`src/rtl/gpio_led_pwm_driver.sv`:
```
// -----------------------------------------------------------------------------
// gpio_led_pwm_driver
//
// Per-channel LED waveform generator sitting between the GPIO CSR outputs and
// the LED pads. Each channel turns its CSR settings into a registered pad
// level: steady, PWM-dimmed, blinking or breathing.
//
// Every channel has the same structure:
//   prescaler -> PWM frame counter -> duty compare -> registered LED
// Duty and prescaler settings are shadowed at each frame wrap, so a CSR write
// in the middle of a frame never disturbs the frame that is running.
//
// Build option:
//   GPIO_LED_ACTIVE_LOW_EN  when defined, oGpioLed is active-low (on = 0) and
//                           the reset/disable level is 1. oGpioFrameWrap is
//                           not affected.
//
// Ports:
//   iSCLK              system clock
//   iSRST              synchronous reset, active-low
//   iGpioEn            per-channel enable; low holds that channel cleared
//   iGpioFlashMode     global mode: 0 steady, 1 PWM, 2 blink, 3 breathe
//   iGpioDutyRatio0-4  per-channel duty (on-ticks per frame)
//   iGpioIVtimer0-4    per-channel prescaler; tick period = value+1 clocks
//   oGpioLed           registered LED pad drive
//   oGpioFrameWrap     1-clock pulse after the channel frame counter wraps
// -----------------------------------------------------------------------------
module gpio_led_pwm_driver #(
    parameter int pExLedNumber    = 5,
    parameter int pExLedFlashMode = 2,
    parameter int pPWMDutyWidth   = 8,
    parameter int pIVtimerWidth   = 16
) (
    input  logic                       iSCLK,
    input  logic                       iSRST,
    input  logic [pExLedNumber-1:0]    iGpioEn,
    input  logic [pExLedFlashMode-1:0] iGpioFlashMode,
    input  logic [pPWMDutyWidth-1:0]   iGpioDutyRatio0,
    input  logic [pPWMDutyWidth-1:0]   iGpioDutyRatio1,
    input  logic [pPWMDutyWidth-1:0]   iGpioDutyRatio2,
    input  logic [pPWMDutyWidth-1:0]   iGpioDutyRatio3,
    input  logic [pPWMDutyWidth-1:0]   iGpioDutyRatio4,
    input  logic [pIVtimerWidth-1:0]   iGpioIVtimer0,
    input  logic [pIVtimerWidth-1:0]   iGpioIVtimer1,
    input  logic [pIVtimerWidth-1:0]   iGpioIVtimer2,
    input  logic [pIVtimerWidth-1:0]   iGpioIVtimer3,
    input  logic [pIVtimerWidth-1:0]   iGpioIVtimer4,
    output logic [pExLedNumber-1:0]    oGpioLed,
    output logic [pExLedNumber-1:0]    oGpioFrameWrap
);

`ifdef GPIO_LED_ACTIVE_LOW_EN
    localparam logic cLedOff = 1'b1;
`else
    localparam logic cLedOff = 1'b0;
`endif

    localparam logic [pExLedFlashMode-1:0] cModeSteady  = 0;
    localparam logic [pExLedFlashMode-1:0] cModeBlink   = 2;
    localparam logic [pExLedFlashMode-1:0] cModeBreathe = 3;

    localparam logic [pPWMDutyWidth-1:0]   cDutyOne = 1;
    localparam logic [pIVtimerWidth-1:0]   cIvOne   = 1;

    // One breathe step taken at a frame wrap. Returns {dirDownNext, rampNext}.
    // Rising: ramp+1, saturated at the duty ceiling, which also turns it down.
    // Falling: ramp-1; reaching 0 turns it back up. A duty of 0 pins ramp at 0.
    function automatic logic [pPWMDutyWidth:0] breatheStep(
        input logic                     dirDown,
        input logic [pPWMDutyWidth-1:0] ramp,
        input logic [pPWMDutyWidth-1:0] duty
    );
        logic [pPWMDutyWidth:0] rampUp;
        rampUp = {1'b0, ramp} + {1'b0, cDutyOne};
        if (!dirDown) begin
            if (rampUp >= {1'b0, duty})
                breatheStep = {1'b1, duty};
            else
                breatheStep = {1'b0, rampUp[pPWMDutyWidth-1:0]};
        end else begin
            if (ramp <= cDutyOne)
                breatheStep = '0;
            else
                breatheStep = {1'b1, ramp - cDutyOne};
        end
    endfunction

    logic [pPWMDutyWidth-1:0] dutyIn [pExLedNumber];
    logic [pIVtimerWidth-1:0] ivIn   [pExLedNumber];

    assign dutyIn[0] = iGpioDutyRatio0;
    assign dutyIn[1] = iGpioDutyRatio1;
    assign dutyIn[2] = iGpioDutyRatio2;
    assign dutyIn[3] = iGpioDutyRatio3;
    assign dutyIn[4] = iGpioDutyRatio4;
    assign ivIn[0]   = iGpioIVtimer0;
    assign ivIn[1]   = iGpioIVtimer1;
    assign ivIn[2]   = iGpioIVtimer2;
    assign ivIn[3]   = iGpioIVtimer3;
    assign ivIn[4]   = iGpioIVtimer4;

    for (genvar k = 0; k < pExLedNumber; k++) begin : gCh
        logic [pIVtimerWidth-1:0] preCnt;
        logic [pIVtimerWidth-1:0] shIVtimer;
        logic [pPWMDutyWidth-1:0] pwmCnt;
        logic [pPWMDutyWidth-1:0] shDuty;
        logic [pPWMDutyWidth-1:0] ramp;
        logic [pPWMDutyWidth-1:0] dutyEff;
        logic                     phase;
        logic                     dirDown;
        logic                     enPrev;
        logic                     ledQ;
        logic                     wrapQ;
        logic                     load;
        logic                     tick;
        logic                     wrap;
        logic                     pwmOn;
        logic                     ledOn;

        always_comb begin
            // First enabled clock only loads the shadows; counting starts after.
            load    = iGpioEn[k] & ~enPrev;
            tick    = ~load & (preCnt == shIVtimer);
            wrap    = tick & (pwmCnt == '1);
            dutyEff = (iGpioFlashMode == cModeBreathe) ? ramp : shDuty;
            pwmOn   = (pwmCnt < dutyEff);
            case (iGpioFlashMode)
                cModeSteady: ledOn = 1'b1;
                cModeBlink:  ledOn = phase & pwmOn;
                default:     ledOn = pwmOn;
            endcase
        end

        always_ff @(posedge iSCLK) begin
            if (!iSRST) begin
                preCnt    <= '0;
                shIVtimer <= '1;
                pwmCnt    <= '0;
                shDuty    <= '0;
                ramp      <= '0;
                phase     <= 1'b0;
                dirDown   <= 1'b0;
                enPrev    <= 1'b0;
                ledQ      <= cLedOff;
                wrapQ     <= 1'b0;
            end else if (!iGpioEn[k]) begin
                // Shadows are kept; they are reloaded on the next enable anyway.
                preCnt  <= '0;
                pwmCnt  <= '0;
                ramp    <= '0;
                phase   <= 1'b0;
                dirDown <= 1'b0;
                enPrev  <= 1'b0;
                ledQ    <= cLedOff;
                wrapQ   <= 1'b0;
            end else begin
                enPrev <= 1'b1;
                wrapQ  <= wrap;
                ledQ   <= (ledOn & ~load) ? ~cLedOff : cLedOff;
                if (load) begin
                    shDuty    <= dutyIn[k];
                    shIVtimer <= ivIn[k];
                    preCnt    <= '0;
                    pwmCnt    <= '0;
                end else begin
                    preCnt <= tick ? '0 : preCnt + cIvOne;
                    if (tick)
                        pwmCnt <= pwmCnt + cDutyOne;
                    if (wrap) begin
                        shDuty    <= dutyIn[k];
                        shIVtimer <= ivIn[k];
                        if (iGpioFlashMode == cModeBlink)
                            phase <= ~phase;
                        if (iGpioFlashMode == cModeBreathe)
                            {dirDown, ramp} <= breatheStep(dirDown, ramp, shDuty);
                    end
                end
            end
        end

        assign oGpioLed[k]       = ledQ;
        assign oGpioFrameWrap[k] = wrapQ;
    end

endmodule

```
`config.mk`:
```
export PLATFORM = sky130hd
export DESIGN_NAME = gpio_led_pwm_driver
export DESIGN_NICKNAME = d
export VERILOG_FILES = /design/src/rtl/gpio_led_pwm_driver.sv
export SDC_FILE = /design/constraint.sdc
export NUM_CORES = 1
export LEC_CHECK = 0
export ABC_AREA = 1
export BUFFER_PORTS_ARGS = -buffer_cell sky130_fd_sc_hd__buf_2
export CORE_MARGIN = 2
export CORE_UTILIZATION = 61
export CTS_CLUSTER_SIZE = 20
export DETAILED_ROUTE_END_ITERATION = 10
export GPL_ROUTABILITY_DRIVEN = 0
export GPL_TIMING_DRIVEN = 0
export PLACE_DENSITY = 0.81
export SLEW_MARGIN = 25
export SYNTH_ARGS = -nofsm -noshare
export SYNTH_HDL_FRONTEND = slang
export SYNTH_SLANG_ARGS = --single-unit
```
`constraint.sdc`:
```
create_clock -name iSCLK -period 3.5 [get_ports iSCLK]
set_input_delay 0.175 -clock iSCLK [delete_from_list [all_inputs] [get_ports iSCLK]]
set_output_delay 0.175 -clock iSCLK [all_outputs]
set_load 0.01 [all_outputs]
```
==> results of run 1 <==
final cells by class:
class / instances / area share (%)
multi-input cells: 1925 / 47.3
flip-flops and latches: 305 / 28.8
repair buffers: 251 / 8.66
inverters: 315 / 5.62
clock buffers: 51 / 4.99
well taps: 384 / 2.27
plain buffers: 81 / 2.02
clock inverters: 11 / 0.307
diodes: 1 / 0.0118
Yosys cell counts (3+ instances only):
library cell,number,share of area [%]
clkinv_2,3,0.085
and3_1,3,0.11
buf_2,22,0.62
a31oi_1,7,0.25
xnor2_1,36,1.8
o211ai_1,6,0.25
buf_6,4,0.25
buf_1,3,0.063
buf_4,17,0.72
clkinv_1,5,0.11
ha_1,100,7.0
nor3b_1,15,0.63
xor2_1,90,4.4
nand2_4,6,0.38
nand4_1,43,1.5
o21ai_0,127,3.6
inv_2,6,0.13
o21a_1,5,0.21
nand2_2,9,0.32
nand3_1,219,6.2
nor2_2,5,0.18
clkbuf_1,33,0.70
nor2_1,322,6.8
dfxtp_1,305,34
nand3b_1,34,1.4
a21oi_1,149,4.2
nor4_1,12,0.42
or2_2,10,0.35
inv_1,300,6.3
nand2_1,653,14
nor3_1,51,1.4
nor4_2,3,0.21
registers in the layout, summed over array words and instances (netlist names):
| name | flops |
|---|---|
| gCh.phase | 5 |
| gCh.preCnt | 80 |
| gCh.pwmCnt | 40 |
| gCh.shIVtimer | 80 |
| gCh.ledQ | 5 |
| gCh.dirDown | 5 |
| gCh.ramp | 40 |
| gCh.enPrev | 5 |
| gCh.wrapQ | 5 |
| gCh.shDuty | 40 |
through the flow:
stage / utilization [%] / setup WS [ns] / hold slack [ns]
6_report: 73.9 / 0.289 / 0.00306
5_1_grt: 73.9 / 0.0641 / 0.0233
4_1_cts: 73.9 / 0.353 / 0.00865
3_5_place_dp: 65.9 / 0.376 / 0.377
3_3_place_gp: 65.9 / 0.498 / 0.372
2_1_floorplan: - / 0.911 / 0.288
routing by layer:
| metal | GRT usage (%) | share of wire (%) |
|---|---|---|
| met5 | 0 | 0 |
| met4 | 11.6 | 3.3 |
| met2 | 55.4 | 48 |
| met1 | 38.6 | 43 |
| met3 | 4.22 | 5.6 |
power breakdown:
| part | switching, mW | internal, mW |
|---|---|---|
| registers | 0.0678 | 3.57 |
| clock network | 1.47 | 2.10 |
| logic | 0.588 | 0.415 |
cell families after synthesis:
| kind of cell | Yosys count |
|---|---|
| compound gates | 307 |
| xor+xnor | 126 |
| fa+ha+maj | 100 |
| buf+inv | 396 |
| flops | 305 |
| simple gates | 1392 |
worst min-delay path by stage:
| stage | endpoint | slack (ns) | cells past startpoint |
|---|---|---|---|
| 2_1_floorplan | gCh[0].shIVtimer[0]$_SDFFE_PN1P_ | 0.29 | 2 |
| 4_1_cts | gCh[3].shDuty[2]$_SDFFE_PN0P_ | 0.009 | 4 |
| 6_report | gCh[3].shDuty[1]$_SDFFE_PN0P_ | 0.003 | 4 |
| 3_5_place_dp | gCh[1].shIVtimer[15]$_SDFFE_PN1P_ | 0.38 | 3 |
| 5_1_grt | gCh[3].shDuty[1]$_SDFFE_PN0P_ | 0.02 | 4 |
| 3_3_place_gp | gCh[1].shIVtimer[9]$_SDFFE_PN1P_ | 0.37 | 3 |
tightest hold or removal path, stage by stage:
cell and delay (ns):
buf_2 0.08, nand3b_1 0.09, nand2_1 0.05, nor2_1 0.08
==> key figures, run 1 <==
Run status
  • Status: finished clean

Placement
  • Placed Area: 0.0189 mm2
  • HPWL Detailed: 33500 um
  • Placed cells: 3145
  • Input/output buffers: between 100 and 150

Routing
  • Avg WL per Cell: 14.5 um
  • Via Count: 18100
  • DR iter-0 viols: 1546
  • DR pass1 iterations: 6
  • Vias per inst: 5.45
  • Routed Wire Length: 48200 um
  • Residual DRC count: 0
  • DRT antenna net count: 0

Synth
  • Mux contribution to synthesized area: 0%
  • Yosys cell types: between 40 and 50
  • Post-synthesis adder-cell area fraction: under 10%
  • Post-synthesis xor/xnor area fraction: a little over 6%
  • Seq/Total Area, Yosys: 34.4%
  • Post-synth EDFFs: 0
  • Synth Area per Inst: around 6.8 um2
  • Synth Net Count: 2855
  • Compound-Gate Fraction of Synth Area: 9.07%
  • Mapped Area: 0.0178 mm2
  • Async SR Flop Fraction: 0%
  • Most common flop cell mapped by yosys: dfxtp_1
  • Simple-gate share of the synthesized area: 34.2%
  • Yosys warnings: 0
  • Yosys reg bits: 305
  • Gate Count Post-Synth: 2626
  • Main combinational cell family by area after synthesis: simple AND/OR/NAND/NOR gates

Clock tree
  • Max clock buf depth: 3
  • Reg clk slew, reported paths: roughly 0.060 ns
  • Clk sinks: approximately 300
  • Clk_lat worst skew: 0.53 ns
  • # resized after CTS: 0
  • CTS buffer count: 36
  • Count of hold-fix buffers inserted at cts: 116
  • Setup Fix Bufs, Post-CTS: 0
  • CTS Root Cell: clkbuf_16
  • CTS tree: built
  • # H-tree levels: 2

Critical path
  • Cell family with most CP delay: simple AND/OR/NAND/NOR gates
  • Max incr delay on CP: 0.47 ns
  • Critical Path Start: gCh[1].ramp[0]$_SDFFE_PN0P_
  • Slowest cell on the critical path: dfxtp_1
  • Worst r2r dst: gCh[1].ramp[6]$_SDFFE_PN0P_
  • Most frequent CP cell: nand2_1
  • Arrival time at the worst endpoint: 3.68 ns
  • R2R Path Start: gCh[1].ramp[0]$_SDFFE_PN0P_
  • Reg2reg path depth: 18
  • Kind of critical path: flop to flop
  • Critical path capture point type: flop
  • Worst Path Required: 3.97 ns
  • CP Buf/Inv Count: 2
  • Crit path cell chain: ha_1, nand3_1, nor3_1, xor2_1, inv_1, ha_1, nand2_1, nor3_1, nand3_1, nand2_1, a21oi_1, nand2_1, buf_2, nand2_1, nand2_1, nor2_1, nor2_1, nor2_1
  • Setup crit start kind: flop
  • Worst setup path end: gCh[1].ramp[6]$_SDFFE_PN0P_
  • WP depth: 18
  • Critical-path maximum fanout: 10
  • R2R setup slack: 0.29 ns

Final layout
  • Leading cell types in the layout, fill and taps excluded: nand2_1 (653), nor2_1 (322), dfxtp_1 (305)
  • Post-Layout Inst Area: ~0.021 mm2
  • Register area: 0.00611 mm2
  • Multi-input combinational cell area: roughly 0.010 mm2
  • Nets: ~3100
  • Final cell count without fillers: 3324
  • Most common cell after layout, fill and taps aside: nand2_1
  • Layout cells sized above 1: 9.73%
  • Synthesis-to-finish area growth: 19.4%
  • Fillers: 2279

Power
  • Peak supply drop: 376 uV
  • Final total power: 8.22 mW
  • Leak Pwr: 9.58 nW
  • Pwr dens: 388 mW/mm2

STA
  • Fin. Hold Viols: 0
  • Worst clock skew: roughly 0.017 ns
  • Max Slew Vio Count: 0
  • Fin crit period: approximately 3.2 ns
  • Worst Tran Pin Value: between 0.9 and 1 ns
  • Max Clock Freq: ~0.31 GHz
  • RSZ-0062 raised after global routing: no
  • Rel. slew slack: 34.0%
  • Setup violations, final: 0
  • Fin crit share: 91.7%
  • Setup TNS: 0 ns

Floorplan
  • Chip width: 175 um
  • Chip height: between 150 and 200 um
  • Initial Util: 61.9%
  • Core area: 0.0287 mm2
  • Row count: 62
  • Die area: about 0.03 mm2
  • I/O Pins: 139

GRT
  • Vias in the first global route: around 17000
  • Largest net degree at the start of global routing: 13
  • Initial antenna violation count: 1
  • Global route overflow: 0
  • Global-route wire length before repair: around 80000 um
  • Total Routing Usage GR: 31.2%

Worst hold path
  • Worst hold path class: input pin to flop
  • Min-delay src: iGpioDutyRatio3[1]

Run
  • Max-Cap Viols: 0
Power figures use the tool's default switching activity.
==> run 2: changes to the inputs <==
--- a/config.mk
+++ b/config.mk
@@ -13,6 +13,7 @@
 export DETAILED_ROUTE_END_ITERATION = 10
 export GPL_ROUTABILITY_DRIVEN = 0
 export GPL_TIMING_DRIVEN = 0
+export HOLD_SLACK_MARGIN = 0.05
 export PLACE_DENSITY = 0.81
 export SLEW_MARGIN = 25
 export SYNTH_ARGS = -nofsm -noshare
==> run 2 against run 1 <==
Against the previous run:
- register-to-register slack better by 0.02 ns
- clock-buffer cell count stayed put
- first-iteration DRC count is 0.84% lower
- design area is 0.19% higher
- utilization is 0.14 points higher
- setup slack better by 0.015 ns
- largest cell class unchanged
- maximum frequency is 0.48% higher
- routed wire length is 0.31% higher
- via count is 0.15% lower
==> key figures, run 2 (synthesized netlist as in run 1, its figures left out) <==
Floorplan
  • Chip width: 175 um (unchanged)
  • Core area: 0.0287 mm2 (unchanged)
  • Chip height: 175 um (unchanged)
  • Row count: 62 (unchanged)
  • Initial Util: 61.9% (unchanged)
  • Die area: 0.0305 mm2 (unchanged)
  • I/O Pins: 139 (unchanged)

GRT
  • Layer carrying the most global-route usage: met2
  • GRT met1 Usage: 38.7% (+0.16 points)
  • GRT met3 Usage: 4.20% (-0.022 points)
  • Largest net degree at the start of global routing: 13 (unchanged)
  • Global route overflow: 0 (unchanged)
  • Total Routing Usage GR: 31.2% (about the same)
  • Initial antenna violation count: 1 (unchanged)
  • Global-route wire length before repair: 80100 um (+0.10%)
  • Vias in the first global route: 17400 (+0.16%)
  • Met2 usage: 55.2% (-0.21 points)

Routing
  • DR pass1 iterations: 6 (unchanged)
  • Routed Wire Length: 48300 um (+0.31%)
  • DR iter-0 viols: 1533 (-0.84%)
  • Avg WL per Cell: 14.5 um (+0.19%)
  • Via Count: 18100 (-0.15%)
  • Vias per inst: 5.43 (-0.27%)
  • Residual DRC count: 0 (unchanged)
  • DRT antenna net count: 0 (unchanged)

Clock tree
  • # H-tree levels: 2 (unchanged)
  • # resized after CTS: 0 (unchanged)
  • CTS tree: built
  • Reg clk slew, reported paths: 0.06 ns (about the same)
  • Setup Fix Bufs, Post-CTS: 0 (unchanged)
  • Clk sinks: 305 (unchanged)
  • Clk_lat worst skew: 0.53 ns (about the same)
  • Max clock buf depth: 3 (unchanged)
  • CTS Root Cell: clkbuf_16
  • CTS buffer count: 36 (unchanged)
  • Count of hold-fix buffers inserted at cts: 120 (+3.4%)

Critical path
  • Max incr delay on CP: 0.47 ns (about the same)
  • Reg2reg path depth: 18 (unchanged)
  • Worst Path Required: 3.97 ns (about the same)
  • Most frequent CP cell: nand2_1
  • Critical-path maximum fanout: 10 (unchanged)
  • Cell family with most CP delay: simple AND/OR/NAND/NOR gates
  • CP Buf/Inv Count: 2 (unchanged)
  • R2R setup slack: 0.30 ns (+0.02 ns)
  • Setup crit start kind: flop
  • WP depth: 18 (unchanged)
  • Kind of critical path: flop to flop
  • Crit path cell chain: ha_1, nand3_1, nor3_1, xor2_1, inv_1, ha_1, nand2_1, nor3_1, nand3_1, nand2_1, a21oi_1, nand2_1, buf_2, nand2_1, nand2_1, nor2_1, nor2_1, nor2_1
  • Slowest cell on the critical path: dfxtp_1
  • Arrival time at the worst endpoint: 3.66 ns (-0.02 ns)
  • Critical path capture point type: flop

Final layout
  • Most common cell after layout, fill and taps aside: nand2_1
  • Synthesis-to-finish area growth: 19.6%
  • Nets: 3148 (+0.13%)
  • Leading cell types in the layout, fill and taps excluded: nand2_1 (653), nor2_1 (322), dfxtp_1 (305)
  • Fillers: 2268 (-0.48%)
  • Largest registers: gCh.preCnt x80, gCh.shIVtimer x80
  • Layout cells sized above 1: 9.72% (-0.013 points)

STA
  • Fin crit share: 91.3% (-0.44 points)
  • RSZ-0062 raised after global routing: no
  • Worst Tran Pin Value: 1.02 ns (+0.0272 ns)
  • Fin. Hold Viols: 0 (unchanged)
  • Rel. slew slack: 32.2% (-1.8 points)
  • Max Clock Freq: 0.313 GHz (+0.48%)
  • Worst clock skew: 0.0176 ns (+0.00102 ns)
  • Setup violations, final: 0 (unchanged)
  • Setup TNS: 0 ns (unchanged)
  • Max Slew Vio Count: 0 (unchanged)
  • Final hold slack: 0.0965 ns (+0.0934 ns)
  • Fin crit period: 3.20 ns (-0.0153 ns)

Run status
  • Status: finished clean

Power
  • Leak Pwr: 9.60 nW (+0.17%)
  • Clock Power Share: 43.5% (about the same)
  • Sequential share of power: 44.2% (about the same)
  • Internal power: 6.09 mW (about the same)
  • Peak supply drop: 376 uV (-0.17%)
  • Switching power: 2.13 mW (about the same)
  • Logic gate share of total power: 12.2% (about the same)
  • Pwr dens: 387 mW/mm2 (-0.13%)
  • Net Sw Frac: 25.9% (about the same)

Run
  • Max-Cap Viols: 0 (unchanged)

Placement
  • HPWL Detailed: 33500 um (unchanged)
  • Input/output buffers: 135 (unchanged)

Worst hold path
  • Cell count of the worst hold path: 3 (-1)
  • Worst hold path class: input pin to flop
-- run 2: changes by cell type in the layout (fill, tap and decap cells not counted), sizes merged --
cell	previous run	this run
dlygate4sd3	116	120
-- run 2: layout make-up --
cell class	count	area (um2)	area share [%]
clock buffers	51	1060	4.98
flip-flops and latches	305	6110	28.7
repair buffers	255	1880	8.83
diodes	1	2.50	0.0118
plain buffers	81	428	2.01
clock inverters	11	65.1	0.306
well taps	384	480	2.26
multi-input cells	1925	10000	47.2
inverters	315	1190	5.61
-- run 2: power by group through the flow --
stage / sequential (mW) / clock (mW) / combinational [mW]
final: 3.64 / 3.58 / 1.01
after global routing: 3.65 / 3.77 / 1.13
after CTS: 3.64 / 3.62 / 0.978
after detailed placement: 3.71 / 0 / 0.868
after global placement: 3.71 / 0 / 0.838
after floorplan: 3.69 / 0 / 0.615
-- run 2: worst reg2reg max path, stage by stage, from the launching register on --
cell and delay [ns]:
dfxtp_1 0.47, ha_1 0.24, nand3_1 0.12, nor3_1 0.29
xor2_1 0.19, inv_1 0.07, ha_1 0.29, nand2_1 0.10
nor3_1 0.06, nand3_1 0.08, nand2_1 0.07, a21oi_1 0.40
nand2_1 0.16, buf_2 0.22, nand2_1 0.09, nand2_1 0.05
nor2_1 0.12, nor2_1 0.06, nor2_1 0.07
-- run 2: path summary, 6_finish.rpt --
path / from / end
worst max-delay path: gCh[1].ramp[0]$_SDFFE_PN0P_ / gCh[1].ramp[6]$_SDFFE_PN0P_
worst min-delay path: iGpioEn[0] / gCh[0].phase$_SDFFE_PN0P_
worst max register to register: gCh[1].ramp[0]$_SDFFE_PN0P_ / gCh[1].ramp[6]$_SDFFE_PN0P_
worst min register to register: gCh[1].preCnt[0]$_SDFF_PP0_ / gCh[1].preCnt[0]$_SDFF_PP0_
-- run 2: metrics by stage --
stage | cell area (um2) | util [%] | instances | setup slack [ns] | power, mW
CTS | 21200 | 74.0 | 3327 | 0.353 | 8.23
global route | 21200 | 74.0 | 3328 | 0.0641 | 8.54
detailed placement | 18900 | 65.9 | 3145 | 0.376 | 4.58
global placement | 18900 | 65.9 | 3145 | 0.498 | 4.55
floorplan | 17800 | - | 2626 | 0.911 | 4.31
finish | 21200 | 74.0 | 3328 | 0.305 | 8.22
-- run 2: layer usage --
layer	vias up	wire length, um
li1	9034	-
met1	8262	20700
met2	648	23300
met3	136	2750
met4	0	1620
met5	-	0
